File: src/rtl/fetch_instr_queue.sv
// Decoupling FIFO between the fetch unit and the back end. Each entry holds
// one fetched bundle: PC, instruction, predicted target, predicted-taken flag
// and fetch exception. Adds flush, occupancy reporting and an exception fence
// that stops further fetch pushes once a faulting bundle has been queued.
module fetch_instr_queue #(
    parameter int XLEN     = 64,
    parameter int ILEN     = 32,
    parameter int EXCW     = 4,
    parameter int DEPTH    = 4,
    parameter int AFULL_TH = DEPTH - 1
) (
    input  logic                       clk_i,
    input  logic                       rst_i,
    input  logic                       flush_i,
    input  logic                       fetch_valid_i,
    output logic                       fetch_ready_o,
    input  logic [XLEN-1:0]            curr_pc_i,
    input  logic [ILEN-1:0]            instruction_i,
    input  logic [XLEN-1:0]            pred_target_i,
    input  logic                       pred_taken_i,
    input  logic                       except_raised_i,
    input  logic [EXCW-1:0]            except_code_i,
    output logic                       be_valid_o,
    input  logic                       be_ready_i,
    output logic [XLEN-1:0]            be_pc_o,
    output logic [ILEN-1:0]            be_instruction_o,
    output logic [XLEN-1:0]            be_pred_target_o,
    output logic                       be_pred_taken_o,
    output logic                       be_except_raised_o,
    output logic [EXCW-1:0]            be_except_code_o,
    output logic [$clog2(DEPTH+1)-1:0] count_o,
    output logic                       almost_full_o,
    output logic                       fenced_o
);

    localparam int PW = (DEPTH > 1) ? $clog2(DEPTH) : 1;
    localparam int CW = $clog2(DEPTH + 1);
    localparam int BW = XLEN + ILEN + XLEN + 2 + EXCW;

    logic [BW-1:0] mem [DEPTH];
    logic [PW-1:0] rd_ptr_q;
    logic [PW-1:0] wr_ptr_q;
    logic [CW-1:0] count_q;
    logic          fenced_q;
    logic [BW-1:0] hold_q;
    logic [BW-1:0] wr_data;
    logic [BW-1:0] head;
    logic          push;
    logic          pop;

    // Pointers wrap explicitly so DEPTH does not have to be a power of two
    function automatic logic [PW-1:0] next_ptr(input logic [PW-1:0] p);
        return (p == PW'(DEPTH - 1)) ? '0 : p + PW'(1);
    endfunction

    // Ready depends only on registered state, never on be_ready_i
    assign fetch_ready_o = (count_q < CW'(DEPTH)) && !fenced_q;
    assign be_valid_o    = (count_q != '0);
    assign push          = fetch_valid_i && fetch_ready_o;
    assign pop           = be_valid_o && be_ready_i;

    assign wr_data = {curr_pc_i, instruction_i, pred_target_i,
                      pred_taken_i, except_raised_i, except_code_i};

    // While empty, present the last head seen so the data outputs stay stable
    assign head = be_valid_o ? mem[rd_ptr_q] : hold_q;
    assign {be_pc_o, be_instruction_o, be_pred_target_o,
            be_pred_taken_o, be_except_raised_o, be_except_code_o} = head;

    assign count_o       = count_q;
    assign almost_full_o = (count_q >= CW'(AFULL_TH));
    assign fenced_o      = fenced_q;

    // Storage write; a flush or reset in the same cycle discards the push
    always_ff @(posedge clk_i) begin
        if (push && !rst_i && !flush_i) begin
            mem[wr_ptr_q] <= wr_data;
        end
    end

    // Pointer, occupancy, fence and held-output state; reset beats flush beats handshakes
    always_ff @(posedge clk_i) begin
        if (rst_i) begin
            rd_ptr_q <= '0;
            wr_ptr_q <= '0;
            count_q  <= '0;
            fenced_q <= 1'b0;
            hold_q   <= '0;
        end else if (flush_i) begin
            rd_ptr_q <= '0;
            wr_ptr_q <= '0;
            count_q  <= '0;
            fenced_q <= 1'b0;
        end else begin
            if (be_valid_o) begin
                hold_q <= mem[rd_ptr_q];
            end
            if (push) begin
                wr_ptr_q <= next_ptr(wr_ptr_q);
                if (except_raised_i) begin
                    fenced_q <= 1'b1;
                end
            end
            if (pop) begin
                rd_ptr_q <= next_ptr(rd_ptr_q);
            end
            case ({push, pop})
                2'b10:   count_q <= count_q + CW'(1);
                2'b01:   count_q <= count_q - CW'(1);
                default: count_q <= count_q;
            endcase
        end
    end

endmodule

File: config.mk
export PLATFORM = sky130hd
export DESIGN_NAME = fetch_instr_queue
export DESIGN_NICKNAME = d
export VERILOG_FILES = /design/src/rtl/fetch_instr_queue.sv
export SDC_FILE = /design/constraint.sdc
export NUM_CORES = 1
export LEC_CHECK = 0
export CORE_MARGIN = 5
export CORE_UTILIZATION = 30
export DETAILED_ROUTE_END_ITERATION = 6
export PLACE_DENSITY = 0.47
export SLEW_MARGIN = 20
export SYNTH_ARGS = -nofsm -noshare
export SYNTH_HDL_FRONTEND = slang
export SYNTH_SLANG_ARGS = --single-unit
File: constraint.sdc
create_clock -name clk_i -period 7 [get_ports clk_i]
set_input_delay 1.4 -clock clk_i [delete_from_list [all_inputs] [get_ports clk_i]]
set_output_delay 1.4 -clock clk_i [all_outputs]
set_load 0.005 [all_outputs]
==> results.json, run 1 <==
{
  "outcome": "completed",
  "ys_async_sr_fraction": 0,
  "pwr-share-clk": 0.433,
  "pwr-share-seq": 0.497,
  "synth-edff-count": 664,
  "pre_cts_ws_ns": 2.475,
  "ctsHoldBuffers": 0,
  "yosys-top-cells-area": "edfxtp_1, mux4_2, dfxtp_1",
  "final_hold_viol_count": 0,
  "first_iter_violations": 931,
  "slew_headroom": 0.3219,
  "grt_pass1_vias": 16898,
  "synthFlopType": "edfxtp_1",
  "vias_per_cell": 4.711,
  "ios": 344,
  "max_cap_viol_count": 0,
  "clock_path_buffers": 3,
  "ctsResizeCount": 0,
  "layout.nets": 2040,
  "synth-seq-cells": 840,
  "combPwrFrac": 0.069,
  "met3_usage": 0.03246,
  "switchingPower_w": 0.002318,
  "met2_usage": 0.2225,
  "drive_gt1_frac": 0.2660,
  "htreeDepth": 3,
  "ys_seq_area_frac": 0.7489,
  "cts_buffers": 92,
  "root_buffer": "clkbuf_16",
  "cts.sinks": 840,
  "grtUsageTotal": 0.1364,
  "power.total_w": 0.01104,
  "cpPeakStageDelay_ns": 0.88,
  "dieArea_mm2": 0.1110,
  "syn_inst": 1482,
  "cts_setup_buffers": 0,
  "first_pass_iters": 4,
  "critPathLaunchType": "register",
  "fp.dieW_um": 333.2,
  "antenna_found_initial": 8,
  "start_util": 0.3023,
  "cts_tree": "yes",
  "final_antenna_net_count": 0,
  "yosysWarnings": 0,
  "timing.final.ws_setup_ns": 2.003,
  "fin_crit_sh": 0.7139,
  "end_kind": "output port",
  "slowest_stage": "dfxtp_4",
  "tns_ns": 0,
  "gp_congestion": 0.6845,
  "finalCriticalPeriod_ns": 4.997,
  "crit_fanout": 36,
  "crit_required_ns": 5.60,
  "area_growth_pct": 26.13,
  "grt_pass1_wl_um": 113800,
  "worstHoldPathType": "register to register",
  "fmax_mhz": 200.1,
  "sw_frac_of_total": 0.2099,
  "wirelength_um": 76930,
  "p_leak_nw": 12.79,
  "setup_viol": 0,
  "mappedNetlistArea_mm2": 0.03133,
  "tightest_slew_ns": 1.017,
  "slew_violations": 0,
  "netlist.area_leader.share": 0.6364,
  "grt.busiest_layer": "met2",
  "setup.worst_path.class": "register to output port",
  "grt_overflow_total": 0,
  "worstPathArrival_ns": 3.60,
  "internal_power_w": 0.008725,
  "grt_util_met1": 0.1846,
  "max-vdd-ir-drop_mv": 0.1517,
  "synth_top_area_cell": "edfxtp_1",
  "io_buffer_count": 343,
  "hpwl_um": 45370,
  "grt_max_degree": 101,
  "drc": 0,
  "core_region_area_mm2": 0.1036,
  "num-fill-cells": 9522,
  "power_density_mw_per_mm2": 279.5,
  "die_h_um": 333.2,
  "rsz0062_at_grt": "false",
  "rows": 118,
  "synth_cell_types": 26,
  "vias": 15674,
  "synth.avg_cell_area_um2": 21.14,
  "timing.hold.ws_ns": 0.4720,
  "cts.reportedPaths.clkPinSlew_ns": 0.06,
  "synth_fp_nets": 1660,
  "clock_skew_ns": 0.02026,
  "routedWlPerCell_um": 23.12,
  "clk_latency_ns": 0.65,
  "cp_cell_sequence": "buf_4 -> mux4_2 -> mux2_2 -> clkdlybuf4s50_1"
}
[flip-flops by register name, summed over array words and instances, names as in the netlist, named ones only]
name and count:
fenced_o 1, hold_q 166, mem 664, count_o 3, wr_ptr_q 2, rd_ptr_q 2
[synth_stat cells (5+ instances only)]
cell type / count
buf_2: 47
a22o_1: 166
nand2_1: 5
a21oi_1: 7
mux2_2: 166
nor2_1: 6
mux4_2: 166
edfxtp_1: 664
buf_1: 10
buf_4: 20
ha_1: 6
clkbuf_1: 16
dfxtp_1: 176
inv_1: 8
[cell type report]
class | count | area, µm² | share of cell area
Clock inverter | 47 | 462.9 | 0.01172
Tap cell | 1380 | 1727 | 0.04370
Timing Repair Buffer | 379 | 3886 | 0.09835
Clock buffer | 125 | 2537 | 0.06421
Sequential cell | 840 | 23470 | 0.5939
Antenna cell | 7 | 17.52 | 0.0004433
Inverter | 8 | 30.03 | 0.0007599
Multi-Input combinational cell | 541 | 7385 | 0.1869
[path summary, 6_finish.rpt]
kind | start | end | slack (ns) | depth (start not counted)
setup / recovery | register | be_pred_target_o[28] | 2.00 | 4
hold / removal | hold_q[44] | hold_q[44] | 0.47 | 1
setup reg to reg | count_o[2] | hold_q[143] | 3.51 | 6
hold reg to reg | hold_q[44] | hold_q[44] | 0.47 | 1
[worst max-delay path: cells and delay by family, from the launching register on]
| family | cells | cell delay [ns] |
|---|---|---|
| flops | 1 | 0.88 |
| buf+inv | 2 | 1.07 |
| mux | 2 | 0.92 |
[through the flow]
stage	cells	utilization	cell area [µm²]
2_1_floorplan	1482	-	31330
3_3_place_gp	3147	0.3519	36470
3_5_place_dp	3148	0.3521	36500
4_1_cts	3320	0.3811	39500
5_1_grt	3321	0.3811	39500
6_report	3327	0.3813	39520
[metal layers]
layer / vias up / part of all wire
met1: 8246 / 0.45
met4: 4 / 0.015
met3: 88 / 0.054
met2: 389 / 0.48
li1: 6947 / -
met5: - / 0.00030
[logic make-up after synthesis]
| kind of cell | Yosys count | share of synthesized area |
|---|---|---|
| compound gates | 177 | 0.04844 |
| xor+xnor | 2 | 0.0005592 |
| fa+ha+maj | 7 | 0.003035 |
| buf+inv | 101 | 0.01637 |
| flops | 840 | 0.7489 |
| mux | 332 | 0.1790 |
| simple gates | 23 | 0.003714 |
[power by group through the flow]
| stage | Sequential [W] | Clock [W] | Combinational, W |
|---|---|---|---|
| finish | 0.00549 | 0.00478 | 0.000767 |
| global route | 0.00550 | 0.00517 | 0.000823 |
| CTS | 0.00549 | 0.00496 | 0.000789 |
| detailed placement | 0.00560 | 0 | 0.000784 |
| global placement | 0.00559 | 0 | 0.000776 |
| floorplan | 0.00560 | 0 | 0.000337 |
[layout by cell type, fill, tap and decap left out, types with 2 or more instances in the layout]
cell             synthesis  final
diode_2                  0      7
clkdlybuf4s50_1          0    343
inv_1                    8      8
nand2_1                  5      5
mux4_2                 166    166
bufinv_16                0      8
dfxtp_4                  0      2
clkbuf_8                 0      9
and2_4                   0      4
buf_12                   0     13
clkinv_1                 0     11
clkinv_2                 0     20
clkbuf_16                0     93
xor2_1                   2      2
mux2_2                 166    166
clkbuf_1                16     23
nor2_1                   6      6
ha_1                     6      6
a22o_1                 166    166
inv_6                    0      3
edfxtp_1               664    664
a21oi_1                  7      7
dfxtp_1                176    174
buf_4                   20     22
clkinv_8                 0      2
clkinvlp_4               0      3
or3_1                    4      3
Note: power is estimated with default switching activity, not from simulation.
==> run 2: changes to the inputs <==
==> constraint.sdc (replaced) <==
create_clock -name clk_i -period 5.01 [get_ports clk_i]
set_input_delay 1.002 -clock clk_i [delete_from_list [all_inputs] [get_ports clk_i]]
set_output_delay 1.002 -clock clk_i [all_outputs]
set_load 0.005 [all_outputs]
==> results.json, run 2 (synthesis gave the netlist of run 1 again) <==
{
  "critPathLaunchType": "register",
  "multi_input_area_mm2": 0.007385,
  "cts_setup_buffers": 0,
  "crit_end": "be_instruction_o[12]",
  "io_buffer_count": 343,
  "largest_reg_flops": 664,
  "regToRegStartpoint": "count_o[2]",
  "dieArea_mm2": 0.1110,
  "vias": 15709,
  "vias_per_cell": 4.716,
  "finalCriticalPeriod_ns": 4.219,
  "ctsHoldBuffers": 0,
  "num-fill-cells": 9471,
  "cts.sinks": 840,
  "antenna_found_initial": 21,
  "ctsResizeCount": 0,
  "top_register": "mem",
  "switchingPower_w": 0.003264,
  "layout.nets": 2037,
  "fmax_mhz": 237.0,
  "cts.reportedPaths.clkPinSlew_ns": 0.06,
  "gp_congestion": 0.6920,
  "drive_gt1_frac": 0.2647,
  "timing.final.ws_setup_ns": 0.7914,
  "pwr-share-seq": 0.492,
  "slew_violations": 0,
  "final_antenna_net_count": 0,
  "sw_frac_of_total": 0.2091,
  "crit_required_ns": 4.01,
  "grt_overflow_total": 0,
  "grt_max_degree": 107,
  "wirelength_um": 77590,
  "pwr-share-clk": 0.440,
  "rsz0062_at_grt": "false",
  "max_cap_viol_count": 0,
  "htreeDepth": 3,
  "worstHoldPathType": "register to register",
  "ios": 344,
  "hpwl_um": 45960,
  "cts_buffers": 95,
  "combPwrFrac": 0.069,
  "pre_cts_ws_ns": 1.134,
  "final_hold_viol_count": 0,
  "routedWlPerCell_um": 23.29,
  "rows": 118,
  "end_kind": "output port",
  "final_common_cell": "edfxtp_1",
  "power_density_mw_per_mm2": 393.5,
  "drc": 0,
  "outcome": "completed",
  "worstPathArrival_ns": 3.22,
  "crit_fanout": 21,
  "max-vdd-ir-drop_mv": 0.2477,
  "first_iter_violations": 804,
  "clk_latency_ns": 0.65,
  "start_util": 0.3023,
  "first_pass_iters": 5,
  "clock_skew_ns": 0.01308,
  "internal_power_w": 0.01235,
  "seqCellArea_mm2": 0.02347,
  "tightest_slew_ns": 0.9185,
  "grt_pass1_vias": 16994,
  "final_cell_mix": "edfxtp_1, clkdlybuf4s50_1, dfxtp_1",
  "clock_path_buffers": 3,
  "cts_tree": "yes",
  "setup_viol": 0,
  "grt_pass1_wl_um": 114400,
  "p_leak_nw": 12.83,
  "tns_ns": 0,
  "fp.dieW_um": 333.2,
  "core_region_area_mm2": 0.1036,
  "grtUsageTotal": 0.1369,
  "r2r_slack_ns": 2.26,
  "reg2regPathDepth": 5,
  "setup.worst_path.class": "register to output port",
  "slew_headroom": 0.3877,
  "root_buffer": "clkbuf_16",
  "rr_endpoint": "hold_q[65]",
  "area_growth_pct": 26.62,
  "fin_crit_sh": 0.8420,
  "die_h_um": 333.2
}
run 2: worst min path at each step:
stage	startpoint	to	slack (ns)	depth (start not counted)
2_1_floorplan	hold_q[0]	hold_q[0]	0.44	1
3_3_place_gp	hold_q[0]	hold_q[0]	0.46	1
3_5_place_dp	hold_q[115]	hold_q[115]	0.46	1
4_1_cts	hold_q[144]	hold_q[144]	0.48	1
5_1_grt	hold_q[123]	hold_q[123]	0.49	1
6_report	hold_q[22]	hold_q[22]	0.47	1
run 2: cell type report:
class,count,area share
clock buffer,132,0.06683
tap,1380,0.04353
multi-input combinational,541,0.1861
antenna,9,0.0005677
timing repair buffer,373,0.09916
sequential,840,0.5916
clock inverter,48,0.01139
inverter,8,0.0007570
run 2: critical path, cell delays in order (launching register included):
cell             delay [ns]
dfxtp_4                0.69
buf_4                  0.48
mux4_2                 0.58
mux2_2                 0.34
clkdlybuf4s50_1        0.47
run 2: per-stage QoR:
step | total power [W] | hold slack, ns | instances | cell area (µm²) | utilization
6_report | 0.01561 | 0.4721 | 3331 | 39670 | 0.3828
5_1_grt | 0.01623 | 0.4854 | 3324 | 39650 | 0.3826
4_1_cts | 0.01588 | 0.4770 | 3321 | 39630 | 0.3823
3_5_place_dp | 0.008912 | 0.4596 | 3141 | 36530 | 0.3524
3_3_place_gp | 0.008893 | 0.4567 | 3141 | 36530 | 0.3524
2_1_floorplan | 0.008284 | 0.4450 | 1482 | 31340 | -
run 2: metal layers:
metal	vias to the layer above	routed length, µm	global-route usage
met3	142	4524	0.03995
met1	8224	34560	0.1845
met2	376	36350	0.2160
met5	-	126	0
met4	20	2036	0.04197
li1	6947	-	-
run 2: power groups by stage:
stage | clock, W | sequential [W] | combinational (W)
floorplan | 0 | 0.00781 | 0.000472
global placement | 0 | 0.00781 | 0.00108
detailed placement | 0 | 0.00782 | 0.00109
CTS | 0.00711 | 0.00767 | 0.00110
global route | 0.00740 | 0.00768 | 0.00115
finish | 0.00687 | 0.00767 | 0.00107
==> run 3: changes to the inputs <==
--- a/config.mk
+++ b/config.mk
@@ -8,7 +8,7 @@
 export CORE_MARGIN = 5
 export CORE_UTILIZATION = 30
 export DETAILED_ROUTE_END_ITERATION = 6
-export PLACE_DENSITY = 0.47
+export PLACE_DENSITY = 0.49
 export SLEW_MARGIN = 20
 export SYNTH_ARGS = -nofsm -noshare
 export SYNTH_HDL_FRONTEND = slang
==> constraint.sdc (replaced) <==
create_clock -name clk_i -period 3.82 [get_ports clk_i]
set_input_delay 0.764 -clock clk_i [delete_from_list [all_inputs] [get_ports clk_i]]
set_output_delay 0.764 -clock clk_i [all_outputs]
set_load 0.005 [all_outputs]
==> results.json, run 3 (synthesis gave the netlist of run 1 again) <==
{
  "largest_reg_flops": 664,
  "clk_latency_ns": 0.67,
  "path_delay_family": "buffers and inverters",
  "top_register": "mem",
  "cts.reportedPaths.clkPinSlew_ns": 0.06,
  "internal_power_w": 0.01635,
  "pwr-share-clk": 0.446,
  "grtUsageTotal": 0.1375,
  "worstPathArrival_ns": 2.90,
  "area_growth_pct": 27.67,
  "hpwl_um": 44840,
  "path_buf_inv": 2,
  "finalCriticalPeriod_ns": 3.661,
  "regToRegStartpoint": "count_o[1]",
  "crit_required_ns": 3.06,
  "slew_violations": 0,
  "root_buffer": "clkbuf_16",
  "final_common_cell": "edfxtp_1",
  "grt_pass1_vias": 16885,
  "dieArea_mm2": 0.1110,
  "clock_path_buffers": 3,
  "start_util": 0.3023,
  "power.total_w": 0.02076,
  "end_kind": "output port",
  "rows": 118,
  "fp.dieW_um": 333.2,
  "crit_fanout": 58,
  "max-vdd-ir-drop_mv": 0.3383,
  "grt_max_degree": 96,
  "first_iter_violations": 835,
  "setup.worst_path.class": "register to output port",
  "core_region_area_mm2": 0.1036,
  "worstHoldPathType": "register to register",
  "multi_input_area_mm2": 0.007392,
  "die_h_um": 333.2,
  "post-route-util": 0.3859,
  "timing.hold.ws_ns": 0.4733,
  "vias": 15688,
  "rr_endpoint": "hold_q[129]",
  "tns_ns": 0,
  "io_buffer_count": 343,
  "slew_headroom": 0.4389,
  "antenna_found_initial": 16,
  "combPwrFrac": 0.069,
  "first_pass_iters": 5,
  "setup_viol": 0,
  "r2r_slack_ns": 1.09,
  "cpPeakStageDelay_ns": 0.51,
  "rsz0062_at_grt": "false",
  "cp_cell_sequence": "or3_4 -> buf_12 -> mux2_2 -> clkdlybuf4s50_1",
  "clock_skew_ns": 0.02944,
  "cts_setup_buffers": 0,
  "final_antenna_net_count": 0,
  "switchingPower_w": 0.004407,
  "pwr-share-seq": 0.485,
  "cts_buffers": 96,
  "vias_per_cell": 4.703,
  "cp_num_cells": 4,
  "drive_gt1_frac": 0.2730,
  "cts_tree": "yes",
  "htreeDepth": 3,
  "gp_congestion": 0.6772,
  "max_cap_viol_count": 0,
  "fin_crit_sh": 0.9584,
  "critPathLaunch": "count_o[2]",
  "layout.nets": 2046,
  "num-fill-cells": 9459,
  "wirelength_um": 77810,
  "p_leak_nw": 12.95,
  "critPathLaunchType": "register",
  "ctsHoldBuffers": 0,
  "fmax_mhz": 273.2,
  "outcome": "completed",
  "reg2regPathDepth": 5,
  "grt_overflow_total": 0,
  "sw_frac_of_total": 0.2123,
  "seqCellArea_mm2": 0.02347,
  "ios": 344,
  "slowest_stage": "dfxtp_1",
  "cts.sinks": 840,
  "final_hold_viol_count": 0,
  "power_density_mw_per_mm2": 519.0,
  "drc": 0,
  "tightest_slew_ns": 0.8398,
  "crit_end": "be_pc_o[26]",
  "grt_pass1_wl_um": 114900,
  "routedWlPerCell_um": 23.32,
  "final_cell_mix": "edfxtp_1, clkdlybuf4s50_1, dfxtp_1"
}
-- run 3: cell types whose count changed in the layout (fill, tap and decap cells not counted), sizes merged --
| cell | change |
|---|---|
| or3 | +1 |
| inv | +2 |
| buf | +7 |
| clkinvlp | +5 |
| diode | -2 |
| clkinv | -9 |
| clkbuf | +1 |
-- run 3: layout make-up --
type	instances	area share
Antenna cell	7	0.0004379
Clock buffer	133	0.06810
Clock inverter	46	0.01251
Inverter	8	0.0007507
Multi-Input combinational cell	542	0.1848
Sequential cell	840	0.5868
Tap cell	1380	0.04317
Timing Repair Buffer	380	0.1035
-- run 3: timing repair --
item	CTS	global route
pin swaps	1	0
gates cloned	1	0
resized for setup	1	2
endpoints found under the setup margin	12	2
-- run 3: stage by stage --
stage                     cells  cell area, µm²  setup WS [ns]
after floorplan            1482           31340       -0.07770
after global placement     3149           36740         0.7021
after detailed placement   3149           36740         0.7038
after CTS                  3329           39970        0.02195
after global routing       3329           39980        0.02456
final                      3336           40000         0.1590
-- run 3: worst register-to-register path: cells and delay by family (launching register included) --
family          cells  cell delay, ns
simple gates        1            0.56
compound gates      2            1.03
flops               1            0.39
buf+inv             2            0.68
-- run 3: worst min path at each step --
stage                     start  cells after the start     endpoint  slack (ns)
detailed placement   hold_q[26]                      1   hold_q[26]        0.46
global route         hold_q[68]                      1   hold_q[68]        0.49
global placement    rd_ptr_q[1]                      2     register        0.45
floorplan             hold_q[0]                      1    hold_q[0]        0.44
CTS                  hold_q[26]                      1   hold_q[26]        0.48
finish              hold_q[160]                      1  hold_q[160]        0.47
-- run 3: power by group through the flow --
stage	clock, W	sequential, W	combinational (W)
global placement	0	0.0102	0.00146
CTS	0.00956	0.0101	0.00148
global route	0.00997	0.0101	0.00154
floorplan	0	0.0102	0.000619
finish	0.00926	0.0101	0.00144
detailed placement	0	0.0102	0.00147
-- run 3: per-layer routing --
layer	GRT usage	vias to the layer above	routed length [µm]
met1	0.1827	8235	34310
li1	-	6966	-
met2	0.2191	353	36600
met5	0	-	83
met4	0.03685	12	1493
met3	0.04448	122	5320
